==> src/rtl/spi_command_ctrl.sv <==
// spi_command_ctrl
//   Decodes SPI command bytes and bridges them to the coax RX FIFO, the coax
//   TX FIFO and a small register file (status, control, optional device ID).
//
//   Optional feature macro: CTRL_DEVICE_ID_EN
//     defined   -> register 0xF reads DEVICE_ID
//     undefined -> register 0xF reads 0x00 (DEVICE_ID unused)
//
// Ports
//   clk, reset            system clock, asynchronous active-high reset
//   spi_cs                high = deselected, forces IDLE
//   spi_rx_data/_strobe   received SPI byte and its one-cycle valid pulse
//   spi_tx_data/_strobe   next byte to shift out and its one-cycle load pulse
//   ctrl_reg              control register (bit0 loopback, bit1 tx_parity_odd)
//   tx_data/_load_strobe  word and push pulse towards the TX FIFO
//   tx_full, tx_active    TX FIFO full, transmitter busy
//   tx_reset, rx_reset    one-cycle TX / RX reset pulses
//   rx_active, rx_error   receiver busy, receiver error
//   rx_data, rx_empty     RX FIFO head word, RX FIFO empty
//   rx_read_strobe        one-cycle RX FIFO dequeue
module spi_command_ctrl #(
    parameter int unsigned RX_WIDTH  = 10,
    parameter int unsigned TX_WIDTH  = 10,
    parameter logic [7:0]  DEVICE_ID = 8'hA5
) (
    input  logic                clk,
    input  logic                reset,
    input  logic                spi_cs,
    input  logic [7:0]          spi_rx_data,
    input  logic                spi_rx_strobe,
    output logic [7:0]          spi_tx_data,
    output logic                spi_tx_strobe,
    output logic [7:0]          ctrl_reg,
    output logic [TX_WIDTH-1:0] tx_data,
    output logic                tx_load_strobe,
    input  logic                tx_full,
    input  logic                tx_active,
    output logic                tx_reset,
    output logic                rx_reset,
    input  logic                rx_active,
    input  logic                rx_error,
    input  logic [RX_WIDTH-1:0] rx_data,
    output logic                rx_read_strobe,
    input  logic                rx_empty
);

    typedef enum logic [3:0] {
        IDLE,
        READ_REG_1,
        READ_REG_2,
        WRITE_REG,
        TX_HI,
        TX_LO,
        RX_1,
        RX_2,
        RX_3,
        RX_4,
        RESET_CMD
    } state_t;

    localparam int unsigned HI_W = TX_WIDTH - 8;

    state_t            state, state_d;
    logic [3:0]        arg, arg_d;
    logic [HI_W-1:0]   tx_hi, tx_hi_d;
    logic [15:0]       rx_buf, rx_buf_d;
    logic              tx_overflow, tx_overflow_d;
    logic              ovf_set, ovf_clr;

    logic [7:0]          spi_tx_data_d;
    logic                spi_tx_strobe_d;
    logic [7:0]          ctrl_reg_d;
    logic [TX_WIDTH-1:0] tx_data_d;
    logic                tx_load_strobe_d;
    logic                tx_reset_d;
    logic                rx_reset_d;
    logic                rx_read_strobe_d;

    logic [7:0] status;
    logic [7:0] reg_rdata;

    assign status = {tx_overflow, rx_error, rx_active, tx_active, tx_full, 2'b00, rx_empty};

    always_comb begin
        case (arg)
            4'h1:    reg_rdata = status;
            4'h2:    reg_rdata = ctrl_reg;
`ifdef CTRL_DEVICE_ID_EN
            4'hF:    reg_rdata = DEVICE_ID;
`else
            4'hF:    reg_rdata = 8'h00;
`endif
            default: reg_rdata = 8'h00;
        endcase
    end

    always_comb begin
        state_d          = state;
        arg_d            = arg;
        tx_hi_d          = tx_hi;
        rx_buf_d         = rx_buf;
        ovf_set          = 1'b0;
        ovf_clr          = 1'b0;
        spi_tx_data_d    = spi_tx_data;
        spi_tx_strobe_d  = 1'b0;
        ctrl_reg_d       = ctrl_reg;
        tx_data_d        = tx_data;
        tx_load_strobe_d = 1'b0;
        tx_reset_d       = 1'b0;
        rx_reset_d       = 1'b0;
        rx_read_strobe_d = 1'b0;

        case (state)
            IDLE: begin
                if (spi_rx_strobe) begin
                    arg_d = spi_rx_data[7:4];
                    case (spi_rx_data[3:0])
                        4'h2:    state_d = READ_REG_1;
                        4'h3:    state_d = WRITE_REG;
                        4'h4:    state_d = TX_HI;
                        4'h5:    state_d = RX_1;
                        4'h6:    state_d = RESET_CMD;
                        default: state_d = IDLE;
                    endcase
                end
            end
            READ_REG_1: begin
                spi_tx_data_d   = reg_rdata;
                spi_tx_strobe_d = 1'b1;
                ovf_clr         = (arg == 4'h1);
                state_d         = READ_REG_2;
            end
            READ_REG_2: begin
                if (spi_rx_strobe) state_d = READ_REG_1;
            end
            WRITE_REG: begin
                if (spi_rx_strobe) begin
                    if (arg == 4'h2) ctrl_reg_d = spi_rx_data;
                    state_d = IDLE;
                end
            end
            TX_HI: begin
                if (spi_rx_strobe) begin
                    tx_hi_d = spi_rx_data[HI_W-1:0];
                    state_d = TX_LO;
                end
            end
            TX_LO: begin
                if (spi_rx_strobe) begin
                    tx_data_d = {tx_hi, spi_rx_data};
                    if (tx_full) ovf_set = 1'b1;
                    else         tx_load_strobe_d = 1'b1;
                    state_d = TX_HI;
                end
            end
            RX_1: begin
                // Snapshot flags and head word together so both bytes describe one word.
                rx_buf_d               = '0;
                rx_buf_d[RX_WIDTH-1:0] = rx_data;
                rx_buf_d[15]           = rx_error;
                rx_buf_d[14]           = rx_empty;
                state_d                = RX_2;
            end
            RX_2: begin
                spi_tx_data_d   = rx_buf[15:8];
                spi_tx_strobe_d = 1'b1;
                state_d         = RX_3;
            end
            RX_3: begin
                if (spi_rx_strobe) begin
                    spi_tx_data_d   = rx_buf[7:0];
                    spi_tx_strobe_d = 1'b1;
                    if (rx_buf[15])      rx_reset_d       = 1'b1;
                    else if (!rx_buf[14]) rx_read_strobe_d = 1'b1;
                    state_d = RX_4;
                end
            end
            RX_4: begin
                if (spi_rx_strobe) state_d = RX_1;
            end
            RESET_CMD: begin
                rx_reset_d = 1'b1;
                tx_reset_d = 1'b1;
                state_d    = IDLE;
            end
            default: state_d = IDLE;
        endcase

        // Deselect only redirects the state; output pulses computed above still go out.
        if (spi_cs) state_d = IDLE;

        // A new overflow outranks the clear-on-read.
        tx_overflow_d = ovf_set | (tx_overflow & ~ovf_clr);
    end

    always_ff @(posedge clk or posedge reset) begin
        if (reset) begin
            state          <= IDLE;
            arg            <= '0;
            tx_hi          <= '0;
            rx_buf         <= '0;
            tx_overflow    <= 1'b0;
            spi_tx_data    <= '0;
            spi_tx_strobe  <= 1'b0;
            ctrl_reg       <= '0;
            tx_data        <= '0;
            tx_load_strobe <= 1'b0;
            tx_reset       <= 1'b0;
            rx_reset       <= 1'b0;
            rx_read_strobe <= 1'b0;
        end else begin
            state          <= state_d;
            arg            <= arg_d;
            tx_hi          <= tx_hi_d;
            rx_buf         <= rx_buf_d;
            tx_overflow    <= tx_overflow_d;
            spi_tx_data    <= spi_tx_data_d;
            spi_tx_strobe  <= spi_tx_strobe_d;
            ctrl_reg       <= ctrl_reg_d;
            tx_data        <= tx_data_d;
            tx_load_strobe <= tx_load_strobe_d;
            tx_reset       <= tx_reset_d;
            rx_reset       <= rx_reset_d;
            rx_read_strobe <= rx_read_strobe_d;
        end
    end

endmodule

==> config.mk <==
export PLATFORM = sky130hd
export DESIGN_NAME = spi_command_ctrl
export DESIGN_NICKNAME = d
export VERILOG_FILES = /design/src/rtl/spi_command_ctrl.sv
export SDC_FILE = /design/constraint.sdc
export NUM_CORES = 1
export LEC_CHECK = 0
export CAP_MARGIN = 10
export CORE_MARGIN = 2
export CORE_UTILIZATION = 30
export DETAILED_ROUTE_END_ITERATION = 8
export SYNTH_ARGS = -nofsm -noshare
export SYNTH_HDL_FRONTEND = slang
export SYNTH_SLANG_ARGS = --single-unit
==> constraint.sdc <==
create_clock -name clk -period 4.1 [get_ports clk]
set_input_delay 1.23 -clock clk [delete_from_list [all_inputs] [get_ports clk]]
set_output_delay 1.23 -clock clk [all_outputs]
set_load 0.005 [all_outputs]
Word-level counts from Yosys, hierarchy flattened
Index checks and enable logic that the tools add are counted.

Reduce and logical (&&, ||, !) cells: 9. Eq/ne operators: 25. Bitwise operators: 3. Muxes and demuxes: 30.

Operator list (number): $pmux W4 S10 (1); $mux W4 (8); $eq A4 B3 Y1 const B (7); $pmux W8 S3 (1); $ne A3 B3 Y1 const B (7); $eq A4 B2 Y1 const B (5); $pmux W4 S5 (1); $pmux W8 S2 (1); $mux W1 (15); $eq A4 B4 Y1 const B (3); $eq A4 B1 Y1 const B (2); $mux W8 (1); $reduce_and A2 Y1 (4); $reduce_and A7 Y1 (1); $logic_not A4 Y1 (1); $pmux W1 S2 (2); $reduce_and A3 Y1 (1); $reduce_bool A3 Y1 (1); $ne A2 B2 Y1 const B (1); $reduce_or A2 Y1 (1); $and A1 B1 Y1 (1); $not A1 Y1 (1); $or A1 B1 Y1 (1).

Bits in registers: 54. Word-level logic and storage cells: 80. Input bits: 27.

Depth between registers and ports, before layout
Depth in word-level cells: 5. Gate-level depth with buffers: 7. Mapped depth without buffers: 4.

Worst setup path after synthesis
No wires, ideal clock.

Kind: input -> register. Start point: input spi_rx_strobe. End point: register state[0]. Arrival: 2.269 ns. Data required time: 4.023 ns. Stages: 5. Buffers on the path: 1. Slack: 1.754 ns. Cell sequence: clkbuf_1 a21o_1 a211oi_1 or4_1 a21oi_1.

Longest elaborated chain between the ends: 2. Elaborated cells between the ends (all ways): 8.

Ends and longest elaborated chain: start: declaration (line 30) `input logic spi_rx_strobe,`; $ne A3 B3 Y1 (no line); $reduce_and A7 Y1 (no line) (*); end signal: assignment (line 212) `state <= state_d;`; end: declaration (line 63) `state_t state, state_d;`.

Every way passes the cells marked *; elsewhere a longest branch is shown, timed or not. A chain may end at the register's enable or synchronous reset.

Final worst setup path
Start point: input spi_rx_strobe. End point: register tx_data[1].

Longest elaborated chain between the ends: 1.

Ends and longest elaborated chain: $reduce_and A2 Y1 (no line); end signal: assignment (line 220) `tx_data <= tx_data_d;`; end: declaration (line 34) `output logic [TX_WIDTH-1:0] tx_data,`.

Every way passes these cells.

==> run_results.csv <==
group,metric,value,unit
floorplanning,placeableCoreArea,0.00781,mm²
layout,final_layout_size_suffix_gt1_share,16.1,%
clock_network,cts.hold.buffers_added,0,
synth,synth.cell_area,0.00245,mm²
power_and_ir_drop,pwr_density_cell,542,mW/mm²
synth,synth_largest_area_cell,"dfrtp_1",
placement,post_dp_cell_area,0.00309,mm²
synth,synth_enable_flop_cells,0,
routing,dr.first_iter.drc_count,92,
routing,routedWlPerCell,16.3,µm
run_status,run_status,"complete, no violations",
sta,final.min_clock_period,2.71,ns
layout,final_cells,351,
clock_network,post_cts.resized_instances,0,
layout,top_register,"rx_buf",
worst_hold_path,min-delay-path-class,"reg -> reg",
worst_setup_path,worst_ep_arrival_time,2.90,ns
synth,combinational_family_with_the_most_area_after_synthesis,"multiplexers",
routing,detail-route-antenna-nets,0,
sta,layout_worst_path_cycle_share,66.1,%
synth,yosysWarnings,0,
power_and_ir_drop,vdd.ir_drop.worst,0.000186,V
worst_setup_path,crit_path_max_fanout,12,
synth,yosys.cell_count.top_type,"dfrtp_1",
layout,largestRegisters,"rx_buf x12, tx_data x10",
synth,seq_area_frac_synth,55.1,%
placement,io_buffers,57,
routing,wl,5.72,mm
global_route,globalRouteOverflowTotal,0,
layout,stdcell_area,0.00317,mm²
layout,finish.net_count,276,
worst_setup_path,crit_family,"buffers and inverters",
sta,tightest_slew,1.04,ns
routing,route.detailed.drc,0,
floorplanning,die_h,94.4,µm
routing,via_count,1774,
sta,setup_violations,0,
synth,synth-async-reset-ratio,100,%
clock_network,clock_tree_from_tritoncts,"done",
placement,place_congestion,0.807,
worst_setup_path,critical_path.cell_chain,"clkdlybuf4s50_1 > nand3_1 > mux2_1",
synth,synthAdderAreaFrac,0,%
synth,post_synth_num_cell_types,44,
floorplanning,floorplan.initialDensity,31.4,%
floorplanning,number_of_placement_rows,32,
synth,post_synth_inst_count,196,
worst_setup_path,start_kind,"input pin",
worst_setup_path,setup.worst_path.class,"in -> reg",
routing,drt_pre_antenna_iters,4,
global_route,pin_count_of_the_biggest_net_entering_global_routing,41,
global_route,global_route_wire_length_before_repair,9.46,mm
synth,syn_area_per_cell,12.5,µm²
sta,final.hold.worst_slack,0.463,ns
synth,register_bit_count_reported_by_yosys,54,
worst_setup_path,critical-path-slowest-cell,"clkdlybuf4s50_1",
flow_run,maxCapViolations,0,
synth,fraction_of_synthesized_cell_area_taken_by_the_top_area_cell_type,55.1,%
placement,numPlacedInstances,344,
global_route,grt_usage,13.9,%
layout,syn2layout_area_growth,29.3,%
synth,post_synth_mux_area_share,16.5,%
sta,rsz_0062_raised_after_global_routing,"false",
synth,synth_compound_gate_area_share,10.9,%
floorplanning,fp.dieW,94.4,µm
worst_setup_path,worstPathBufferInverterCount,1,
synth,synthXorXnorAreaFrac,0.714,%
clock_network,tritoncts_num_sinks,54,
clock_network,post-cts-setup-buffer-count,0,
synth,synth_top_cells_by_area,"dfrtp_1, mux2_2, mux2_1",
clock_network,clock_tree.root_cell,"clkbuf_8",
sta,report.final.hold_viol_count,0,
routing,route.detailed.vias_per_inst,5.05,
sta,max_freq,369,MHz
worst_setup_path,slowest_delay,0.66,ns
layout,antenna_cells_inserted,0,
clock_network,worst_skew_pair.late_latency,0.31,ns
global_route,via_count_of_the_first_global_routing_pass,1831,
power_and_ir_drop,cellLeakagePower,1.33,nW
synth,synth_simple_gate_area_share,13.4,%
sta,max-slew-margin-rel,30.1,%
worst_setup_path,worst_ep_required_time,4.29,ns
layout,final_core_utilization,40.6,%
clock_network,cts_made_buffers,5,
synth,syn-num-nets,223,
layout,largest_register_ffs,12,
clock_network,clock_tree.htree_level_count,2,
synth,synth_flop_cell,"dfrtp_1",
worst_setup_path,end_kind,"flop",
sta,worst_skew,0.00991,ns
clock_network,cts_max_path_buffers,2,
placement,post-dp-hpwl,4.16,mm
floorplanning,dieArea,0.00892,mm²
worst_setup_path,reg2reg_slack,1.83,ns
sta,finalSetupTns,0,ns
floorplanning,ios,58,
sta,drv_slew,0,
global_route,antenna_found_initial,0,
synth,netlist_top_cells_count,"dfrtp_1, mux2_2, nor2_1",
clock_network,clock_transition_at_the_register_clock_pins_on_the_worst_setup_and_hold_paths_after_cts,0.09,ns
cell families (layout without fill, tap and decap cells):
| family | count (synthesis) | count (layout) |
|---|---|---|
| compound gates | 35 | 35 |
| xor+xnor | 2 | 2 |
| flops | 54 | 54 |
| simple gates | 53 | 53 |
| mux | 36 | 36 |
| buf+inv | 16 | 69 |
layer usage:
layer	part of all wire (%)	vias to the layer above	track usage, %	wire length [µm]
met5	0	-	0	0
met4	1.3	0	4.35	72
met3	6.1	8	3.67	348
met2	45	52	21.2	2560
met1	48	877	19.3	2740
li1	-	837	-	-
layout make-up:
cell class / count / area (µm²)
clock buffer: 5 / 68.8
clock inverter: 2 / 13.8
fill: 771 / 4630
inverter: 4 / 15.0
multi-input combinational: 126 / 1020
sequential: 54 / 1350
tap: 102 / 128
timing repair buffer: 58 / 578
report_power, final:
| group | switching [mW] | total [mW] | internal, mW | leakage (nW) |
|---|---|---|---|---|
| Clock | 0.174 | 0.292 | 0.118 | 0.0444 |
| Sequential | 0.145 | 0.864 | 0.720 | 0.693 |
| Combinational | 0.212 | 0.564 | 0.352 | 0.591 |
cell usage in the layout (no fill, tap or decap), types with 2 or more instances in the layout:
cell,Yosys,routed
clkdlybuf4s50_1,0,57
dfrtp_1,54,54
mux2_2,22,22
nor2_1,15,15
mux2_1,14,14
nand2_1,8,8
a22oi_1,7,7
a31oi_1,7,7
nand3_1,5,5
clkbuf_8,0,5
nor3_1,4,4
or4_1,4,4
a32oi_1,4,4
nor2b_1,3,3
inv_1,4,3
a21oi_1,3,3
and2b_1,2,2
a211oi_1,2,2
xnor2_1,2,2
or4b_1,2,2
worst register-to-register path, stage by stage (launching register included):
cell and delay [ns]:
dfrtp_1 0.54, nor4b_4 0.79, a22o_1 0.62, nor2_1 0.08
a31oi_1 0.17
worst paths after layout:
path	startpoint	endpoint	cells past startpoint
setup / recovery	spi_rx_strobe	tx_data[1]$_DFFE_PP0P_	3
hold / removal	rx_buf[14]$_DFFE_PP0P_	rx_read_strobe$_DFF_PP0_	1
setup reg to reg	state[0]$_DFFE_PP0P_	spi_tx_data[6]$_DFFE_PP0P_	4
hold reg to reg	rx_buf[14]$_DFFE_PP0P_	rx_read_strobe$_DFF_PP0_	1
max in group asynchronous	reset	ctrl_reg[0]$_DFFE_PP0P_	3
min in group asynchronous	reset	tx_data[7]$_DFFE_PP0P_	2
per-stage QoR:
step	setup WS (ns)	power, mW
final	1.39	1.72
after global routing	1.27	1.84
after global placement	1.10	1.43
after detailed placement	1.06	1.45
after floorplan	1.56	1.16
after CTS	1.39	1.74
Power figures use the tool's default switching activity.
